`src/rtl/fir_mac_seq.sv`:
```
// Sequential FIR filter: one multiply-accumulate engine walks TAPS products per sample,
// with two runtime-loadable coefficient banks (low-pass / high-pass) selected per sample.
module fir_mac_seq #(
  parameter int DW    = 16,
  parameter int CW    = 16,
  parameter int TAPS  = 8,
  parameter int SHIFT = 15
) (
  input  logic                      clk,
  input  logic                      reset,
  input  logic                      in_valid,
  output logic                      in_ready,
  input  logic [DW-1:0]             x_in,
  input  logic                      mode,
  input  logic                      coef_we,
  input  logic                      coef_sel,
  input  logic [$clog2(TAPS)-1:0]   coef_addr,
  input  logic [CW-1:0]             coef_data,
  output logic                      coef_err,
  output logic                      out_valid,
  input  logic                      out_ready,
  output logic [DW-1:0]             y_out,
  output logic                      out_sat
);

  localparam int AW   = $clog2(TAPS);
  localparam int PW   = DW + CW;
  localparam int ACCW = DW + CW + AW;
  localparam int SW   = ACCW + 1;
  localparam logic signed [SW-1:0] RND  = {{(SW-1){1'b0}}, 1'b1} << (SHIFT - 1);
  localparam logic signed [SW-1:0] MAXV = {{(SW-DW+1){1'b0}}, {(DW-1){1'b1}}};
  localparam logic signed [SW-1:0] MINV = {{(SW-DW+1){1'b1}}, {(DW-1){1'b0}}};

  typedef enum logic [1:0] {S_IDLE, S_MAC, S_OUT} state_t;

  state_t                 r_state, w_state_next;
  logic signed [DW-1:0]   r_dly  [TAPS];
  logic signed [CW-1:0]   r_coef [2][TAPS];
  logic signed [ACCW-1:0] r_acc;
  logic [AW-1:0]          r_idx;
  logic                   r_mode;
  logic [DW-1:0]          r_y;
  logic                   r_sat;
  logic                   r_coef_err;

  logic                   w_accept, w_last, w_addr_ok, w_coef_ok, w_coef_bad;
  logic signed [PW-1:0]   w_dx, w_cx, w_prod;
  logic signed [ACCW-1:0] w_acc_next;
  logic signed [SW-1:0]   w_sum, w_shr;
  logic                   w_hi, w_lo;
  logic [DW-1:0]          w_y;

  assign w_accept   = in_valid && in_ready;
  assign w_last     = (r_idx == AW'(TAPS - 1));
  assign w_addr_ok  = (int'(coef_addr) < TAPS);
  // Coefficients may only change while no sample is being processed.
  assign w_coef_ok  = coef_we && in_ready && w_addr_ok;
  assign w_coef_bad = coef_we && !w_coef_ok;

  assign w_dx       = $signed({{CW{r_dly[r_idx][DW-1]}}, r_dly[r_idx]});
  assign w_cx       = $signed({{DW{r_coef[r_mode][r_idx][CW-1]}}, r_coef[r_mode][r_idx]});
  assign w_prod     = w_dx * w_cx;
  assign w_acc_next = r_acc + $signed({{AW{w_prod[PW-1]}}, w_prod});

  // Round-half-up, scale, then clip to the signed output range.
  assign w_sum = $signed({w_acc_next[ACCW-1], w_acc_next}) + RND;
  assign w_shr = w_sum >>> SHIFT;
  assign w_hi  = (w_shr > MAXV);
  assign w_lo  = (w_shr < MINV);
  assign w_y   = w_hi ? MAXV[DW-1:0] : (w_lo ? MINV[DW-1:0] : w_shr[DW-1:0]);

  always_ff @(posedge clk or posedge reset) begin
    if (reset) r_state <= S_IDLE;
    else       r_state <= w_state_next;
  end

  always_comb begin
    w_state_next = r_state;
    case (r_state)
      S_IDLE:  if (in_valid)  w_state_next = S_MAC;
      S_MAC:   if (w_last)    w_state_next = S_OUT;
      S_OUT:   if (out_ready) w_state_next = S_IDLE;
      default:                w_state_next = S_IDLE;
    endcase
  end

  always_comb begin
    in_ready  = (r_state == S_IDLE);
    out_valid = (r_state == S_OUT);
  end

  always_ff @(posedge clk or posedge reset) begin
    if (reset) begin
      for (int i = 0; i < TAPS; i++) begin
        r_dly[i]     <= '0;
        r_coef[0][i] <= '0;
        r_coef[1][i] <= '0;
      end
      r_acc      <= '0;
      r_idx      <= '0;
      r_mode     <= 1'b0;
      r_y        <= '0;
      r_sat      <= 1'b0;
      r_coef_err <= 1'b0;
    end else begin
      r_coef_err <= w_coef_bad;
      if (w_coef_ok) r_coef[coef_sel][coef_addr] <= coef_data;
      if (w_accept) begin
        r_dly[0] <= x_in;
        for (int i = 1; i < TAPS; i++) r_dly[i] <= r_dly[i-1];
        r_mode <= mode;
        r_acc  <= '0;
        r_idx  <= '0;
      end else if (r_state == S_MAC) begin
        r_acc <= w_acc_next;
        r_idx <= r_idx + AW'(1);
        if (w_last) begin
          r_y   <= w_y;
          r_sat <= w_hi | w_lo;
        end
      end
    end
  end

  assign y_out    = r_y;
  assign out_sat  = r_sat;
  assign coef_err = r_coef_err;

endmodule

```
`config.mk`:
```
export PLATFORM = sky130hd
export DESIGN_NAME = fir_mac_seq
export DESIGN_NICKNAME = d
export VERILOG_FILES = /design/src/rtl/fir_mac_seq.sv
export SDC_FILE = /design/constraint.sdc
export NUM_CORES = 2
export LEC_CHECK = 0
export ABC_AREA = 1
export CORE_UTILIZATION = 58
export DETAILED_ROUTE_END_ITERATION = 6
export PLACE_DENSITY = 0.78
export SLEW_MARGIN = 20
export SYNTH_ARGS = -nofsm -noshare
export SYNTH_HDL_FRONTEND = slang
export SYNTH_SLANG_ARGS = --single-unit
```
`constraint.sdc`:
```
create_clock -name clk -period 15.8 [get_ports clk]
set_input_delay 3.16 -clock clk [delete_from_list [all_inputs] [get_ports clk]]
set_output_delay 3.16 -clock clk [all_outputs]
set_load 0.01 [all_outputs]
```
=== Yosys cells after proc, flatten, opt, wreduce, memory -nomap -nowiden ===
Cells that the tools add are included.

* Bits of input ports: 42
* Output and inout port bits: 20
* Bits in read-only memories: 0
* RAM bits: 0
* Bits in latches: 0
* Memories: 0
* Bits in registers: 443
* Word-level logic and storage cells: 89

* Multipliers: 1
* Reduce and logical (&&, ||, !) cells: 10
* Magnitude comparators: 8
* Shift operators: 0
* Bitwise gates (word level): 6
* Div/mod/pow operators: 0
* Mux-type cells: 24
* Add/subtract/negate cells: 3
* Eq/ne operators: 6

{| class="wikitable"
|+ Operators by type and width
! operator !! count
|-
| $mux W128 || 4
|-
| $bwmux W256 || 1
|-
| $demux W128 S1 || 1
|-
| $mux W16 || 7
|-
| $bmux W16 S3 || 2
|-
| $mux W35 || 2
|-
| $demux W16 S3 || 1
|-
| $add A35 B16 Y36 const B || 1
|-
| $add A35 B32 Y35 || 1
|-
| $mul A16 B16 Y32 || 1
|-
| $gt A21 B16 Y1 const B || 1
|-
| $lt A21 B16 Y1 const B || 1
|-
| $ge A4 B4 Y1 const B || 2
|-
| $not A3 Y4 || 2
|-
| $mux W2 || 3
|-
| $mux W3 || 2
|-
| $pmux W2 S3 || 1
|-
| $reduce_and A3 Y1 || 2
|-
| $logic_and A1 B1 Y1 || 5
|-
| $ge A2 B2 Y1 const B || 2
|-
| $lt A4 B1 Y1 const B || 1
|-
| $ne A2 B2 Y1 const B || 2
|-
| $not A1 Y2 || 2
|-
| $add A3 B1 Y3 const B || 1
|-
| other kinds (10) || 10
|}

=== Depth between registers and ports, before layout ===
* Depth after elaboration: 13
* Gate-level depth with buffers: 50
* Depth with buffers taken out: 45

=== Worst setup path before layout ===
No wires, ideal clock.

* Path type: reg-to-reg
* From: register r_mode
* To: register r_sat, in the netlist out_sat
* Data arrival time: 7.968 ns
* Setup time: 0.116 ns
* Stages on the path, launching flop included: 42
* Clock period less this slack: 8.084 ns
* Data required time: 15.684 ns
* Path buffers: 6
* Setup slack: 7.716 ns
* Path through: dfrtp_1 -> clkbuf_1 -> buf_2 -> buf_2 -> clkbuf_1 -> clkbuf_1 -> mux2i_1 -> o21ai_0 -> o221ai_1 -> nand2_1 -> inv_1 -> nor2_1 -> fa_1 -> fa_1 -> fa_1 -> inv_1 -> fa_1 -> inv_1 -> [6 not listed] -> nor2_1 -> and2_1 -> and2_2 -> nand2_1 -> nand2_1 -> nand2_1 -> nand2_1 -> nor2_1 -> nand2_1 -> nor2_2 -> nand3_1 -> nand2_1 -> nand3_1 -> o21ai_4 -> buf_8 -> nand2_1 -> nand2_1 -> nand2_1

* Cells in the longest elaborated chain, start to end: 12
* Elaborated cells between the ends (all ways): 13
* Those cells by class: add/sub (2); mul (1); order compare (2); mux (6); bitwise (2)

{| class="wikitable"
|+ Ends and longest elaborated chain
! element !! RTL line !! source
|-
| from (decl) || 41 || <nowiki>logic r_mode;</nowiki>
|-
| from (signal assigned) || 111 || <nowiki>r_mode <= mode;</nowiki>
|-
| $not A1 Y2 (not written as such) (*) || 61 || <nowiki>assign w_cx = $signed({{DW{r_coef[r_mode][r_idx][CW-1]}}, r_coef[r_mode][r_idx]});</nowiki>
|-
| $mux W128 (not written as such) (*) (3 in a row) || 61 ||
|-
| $bmux W16 S3 (*) || 61 ||
|-
| $mux W16 (not written as such) (*) (2 in a row) || 61 ||
|-
| $mul A16 B16 Y32 (*) || 62 || <nowiki>assign w_prod = w_dx * w_cx;</nowiki>
|-
| $add A35 B32 Y35 (*) || 63 || <nowiki>assign w_acc_next = r_acc + $signed({{AW{w_prod[PW-1]}}, w_prod});</nowiki>
|-
| $add A35 B16 Y36 (*) || 66 || <nowiki>assign w_sum = $signed({w_acc_next[ACCW-1], w_acc_next}) + RND;</nowiki>
|-
| $gt A21 B16 Y1 or $lt A21 B16 Y1 (tied branches) || 68, 69 ||
|-
| $or A1 B1 Y1 (*) || 119 || <nowiki>r_sat <= w_hi | w_lo;</nowiki>
|-
| to (signal assigned) || 119 ||
|-
| to (decl) || 43 || <nowiki>logic r_sat;</nowiki>
|}

Every way passes the cells marked *; elsewhere a longest branch is shown, timed or not. The select of a mux whose other input is x is not followed.
A chain may end at the register's enable or synchronous reset.

=== Worst setup path in the final report ===
* From: register r_mode
* To: register r_y[4], in the netlist y_out[4]

* Cells in the longest elaborated chain, start to end: 13
* Elaborated cells between the ends (all ways): 14
* Those cells by class: add/sub (2); mul (1); order compare (2); mux (8); bitwise (1)

{| class="wikitable"
|+ Ends and longest elaborated chain
! element !! RTL line !! source
|-
| $not A1 Y2 (not written as such) (*) || 61 ||
|-
| $mux W128 (not written as such) (*) (3 in a row) || 61 ||
|-
| $bmux W16 S3 (*) || 61 ||
|-
| $mux W16 (not written as such) (*) (2 in a row) || 61 ||
|-
| $mul A16 B16 Y32 (*) || 62 ||
|-
| $add A35 B32 Y35 (*) || 63 ||
|-
| $add A35 B16 Y36 (*) || 66 ||
|-
| $lt A21 B16 Y1 || 69 || <nowiki>assign w_lo = (w_shr < MINV);</nowiki>
|-
| $mux W16 || 70 || <nowiki>assign w_y = w_hi ? MAXV[DW-1:0] : (w_lo ? MINV[DW-1:0] : w_shr[DW-1:0]);</nowiki>
|-
| $mux W16 (*) || 70 ||
|-
| to (signal assigned) || 118 || <nowiki>r_y <= w_y;</nowiki>
|-
| to (decl) || 42 || <nowiki>logic [DW-1:0] r_y;</nowiki>
|}

Marked as above.

==> metrics.md <==
| Metric | Value |
|---|---|
| Unrepaired setup endpoints after global routing | no |
| IO Count | 62 |
| Number of flops mapped to enable cells by yosys | 0 |
| Synth area leaders | dfrtp_1, fa_1, nand2_1 |
| Max Fanout on Critical Path | 97 |
| Vias per cell | 5.47 |
| Total gr overflow | 0 |
| Slew headroom | 0.343 |
| Final TNS setup | 0 ns |
| Syn_nets | 4540 |
| P&R area growth vs syn | 8.73% |
| Core ar. | ~55000 um2 |
| Yosys cell types | 42 |
| Ys flop type | dfrtp_1 |
| # rows | 86 |
| Root Driver | clkbuf_16 |
| Async S/R FF share, synth | 1.00 |
| Post-layout min period | 10.51 ns |
| First-pass GRT wire length | 134 mm |
| Synthesized flop and latch total | 443 |
| Hold crit path type | register to register |
| Clk pin slew, worst setup/hold paths | 0.06 ns |
| Total GRT Usage | 0.298 |
| Postcts setup bufs | 0 |
| Arrival time worst endpoint | about 11 ns |
| Detailed Routing Iterations Pass 1 | 7 |
| Sequential share of the synthesized area | 0.339 |
| CP dominant cell by count | nand2_1 |
| CP required | about 16 ns |
| Post-Place Worst Slack | approximately 5.5 ns |
| Design area | 35600 um2 |
| H-tree Lvls | 2 |
| Pin count of the biggest net entering global routing | between 100 and 150 |
| Non-Filler Instances | 4820 |
| Startpoint types | register |
| Die W | around 240 um |
| Die Y | about 240 um |
| Share of cells above drive strength 1 | 0.0494 |
| Bufs on Longest Clock Path | 3 |
| # hold bufs at CTS | 0 |
| Initial antenna violation count | 0 |
| Max Fclk | about 95 MHz |
| Largest area contributor in the netlist | dfrtp_1 |
| Final Hold Fails | 0 |
| CP Capture Type | register |
| Avg Inst Size Synth | 8.02 um2 |
| Sink Count | 443 |
| Synthesized instance count | 4081 |
| ANT nets after route | 0 |
| WL final | 81.3 mm |
| Ant diodes | 0 |
| Critical Path Slowest Stage Cell | buf_4 |
| Worst-Margin Slew | 0.985 ns |
| Status | finished with violations |
| Setup CP Type | register to register |
| Starting Density | 0.590 |
| Max-Cap Viols | 0 |
| DR DRC count | 3 |
| RD Place Congestion | approximately 0.96 |
| Via count | about 26000 |
| Wire per inst | 16.9 um |
| PnR worst setup slack | around 5.3 ns |
| Layout Nets | 4494 |
| CP max stage delay | 0.79 ns |
| Port bufs | slightly above 60 |
| Clock Latency Late Sink | approximately 0.6 ns |
| CTS tree | yes |
| DRT iter0 DRCs | around 2200 |
| TritonCTS buffer count | 49 |
| Post-DP HPWL | 57.8 mm |
| Total of warnings raised by yosys | 0 |
| Post-CTS sizing | 0 |
| Final worst path period share | 0.665 |
| Vias in the first global route | 25859 |
| Failing checks | design-rule violations |
| Final Skew | ~0.023 ns |
| Mapped cell area | 32700 um2 |
| Synth top area share | 0.339 |
| Placed Area | 33900 um2 |
| Final setup vio count | 0 |
| DIE AREA | 57400 um2 |
| Max Slew Vio Count | 0 |
| Dpl cells | ~4700 |
-- cell usage after synthesis (9+ instances only) --
master	instances
and2_1	9
inv_1	738
mux2i_1	15
nand2_2	9
nand2_1	848
a21oi_1	300
nand3_1	113
nor2_2	10
fa_1	310
dfrtp_1	443
mux2_2	31
buf_1	26
clkbuf_1	161
o21ai_0	455
nor2_1	364
nand4_1	28
ha_1	107
o221ai_1	25
o211ai_1	14
buf_2	10
xor2_1	18
-- area by class of cell --
class / count / area, um2
tap: 748 / 936
inverter: 743 / 2800
sequential: 443 / 11100
timing repair buffer: 103 / 926
clock inverter: 19 / 273
multi-input combinational: 2695 / 18100
clock buffer: 69 / 1410
fill: 4677 / 19800
-- stage by stage --
| step | hold WS, ns | util |
|---|---|---|
| finish | 0.482 | 0.642 |
| global route | 0.503 | 0.642 |
| CTS | 0.486 | 0.642 |
| detailed placement | 0.468 | 0.612 |
| global placement | 0.460 | 0.612 |
| floorplan | 0.448 | - |
-- critical path, delay by kind of cell, from the launching register on --
family	cells	cell delay, ns
AO/OA/AOI/OAI	6	1.37
AND/OR/NAND/NOR	18	2.05
buffers and inverters	7	2.22
flip-flops	1	0.78
adder cells (fa/ha/maj)	7	3.90
-- worst paths after layout --
kind                            startpoint           to  slack (ns)  cells past startpoint
worst max-delay path                r_mode     y_out[4]        5.29                     38
worst min-delay path             r_dly[41]    r_dly[41]        0.48                      2
worst max register to register      r_mode     y_out[4]        5.29                     38
worst min register to register   r_dly[41]    r_dly[41]        0.48                      2
max in group asynchronous            reset  r_coef[155]       10.37                      4
min in group asynchronous            reset    r_dly[41]        3.10                      2
-- placed cells by master (no fill, tap or decap), types with 15 or more instances in the layout --
cell	n
nand2_1	846
inv_1	735
o21ai_0	455
dfrtp_1	440
nor2_1	352
fa_1	310
a21oi_1	300
nand3_1	113
ha_1	107
clkdlybuf4s50_1	61
clkbuf_16	49
buf_4	42
mux2_2	31
nand4_1	28
o221ai_1	25
xor2_1	18
nor2_2	15
mux2i_1	15
-- cell families after synthesis --
logic type	Yosys count	share of synthesized area
compound gates	808	0.128
simple gates	1400	0.171
fa+ha+maj	417	0.231
flops	443	0.339
xor+xnor	24	0.00665
buf+inv	943	0.109
mux	46	0.0153
-- layer usage --
metal / share of wire / track usage
met3: 0.065 / 0.0466
met4: 0.039 / 0.109
met5: 0 / 0
met2: 0.48 / 0.501
met1: 0.42 / 0.390
-- sequential cells by signal, summed over array words and instances, names as in the netlist --
signal and count:
r_coef 256, r_dly 128, r_acc 35, y_out 16, r_idx 3, r_state 2
coef_err 1, out_sat 1, r_mode 1
Power is left out: the tool's default activity adds up to more than one toggle a clock period on the data nets, which glitch-free logic cannot reach.
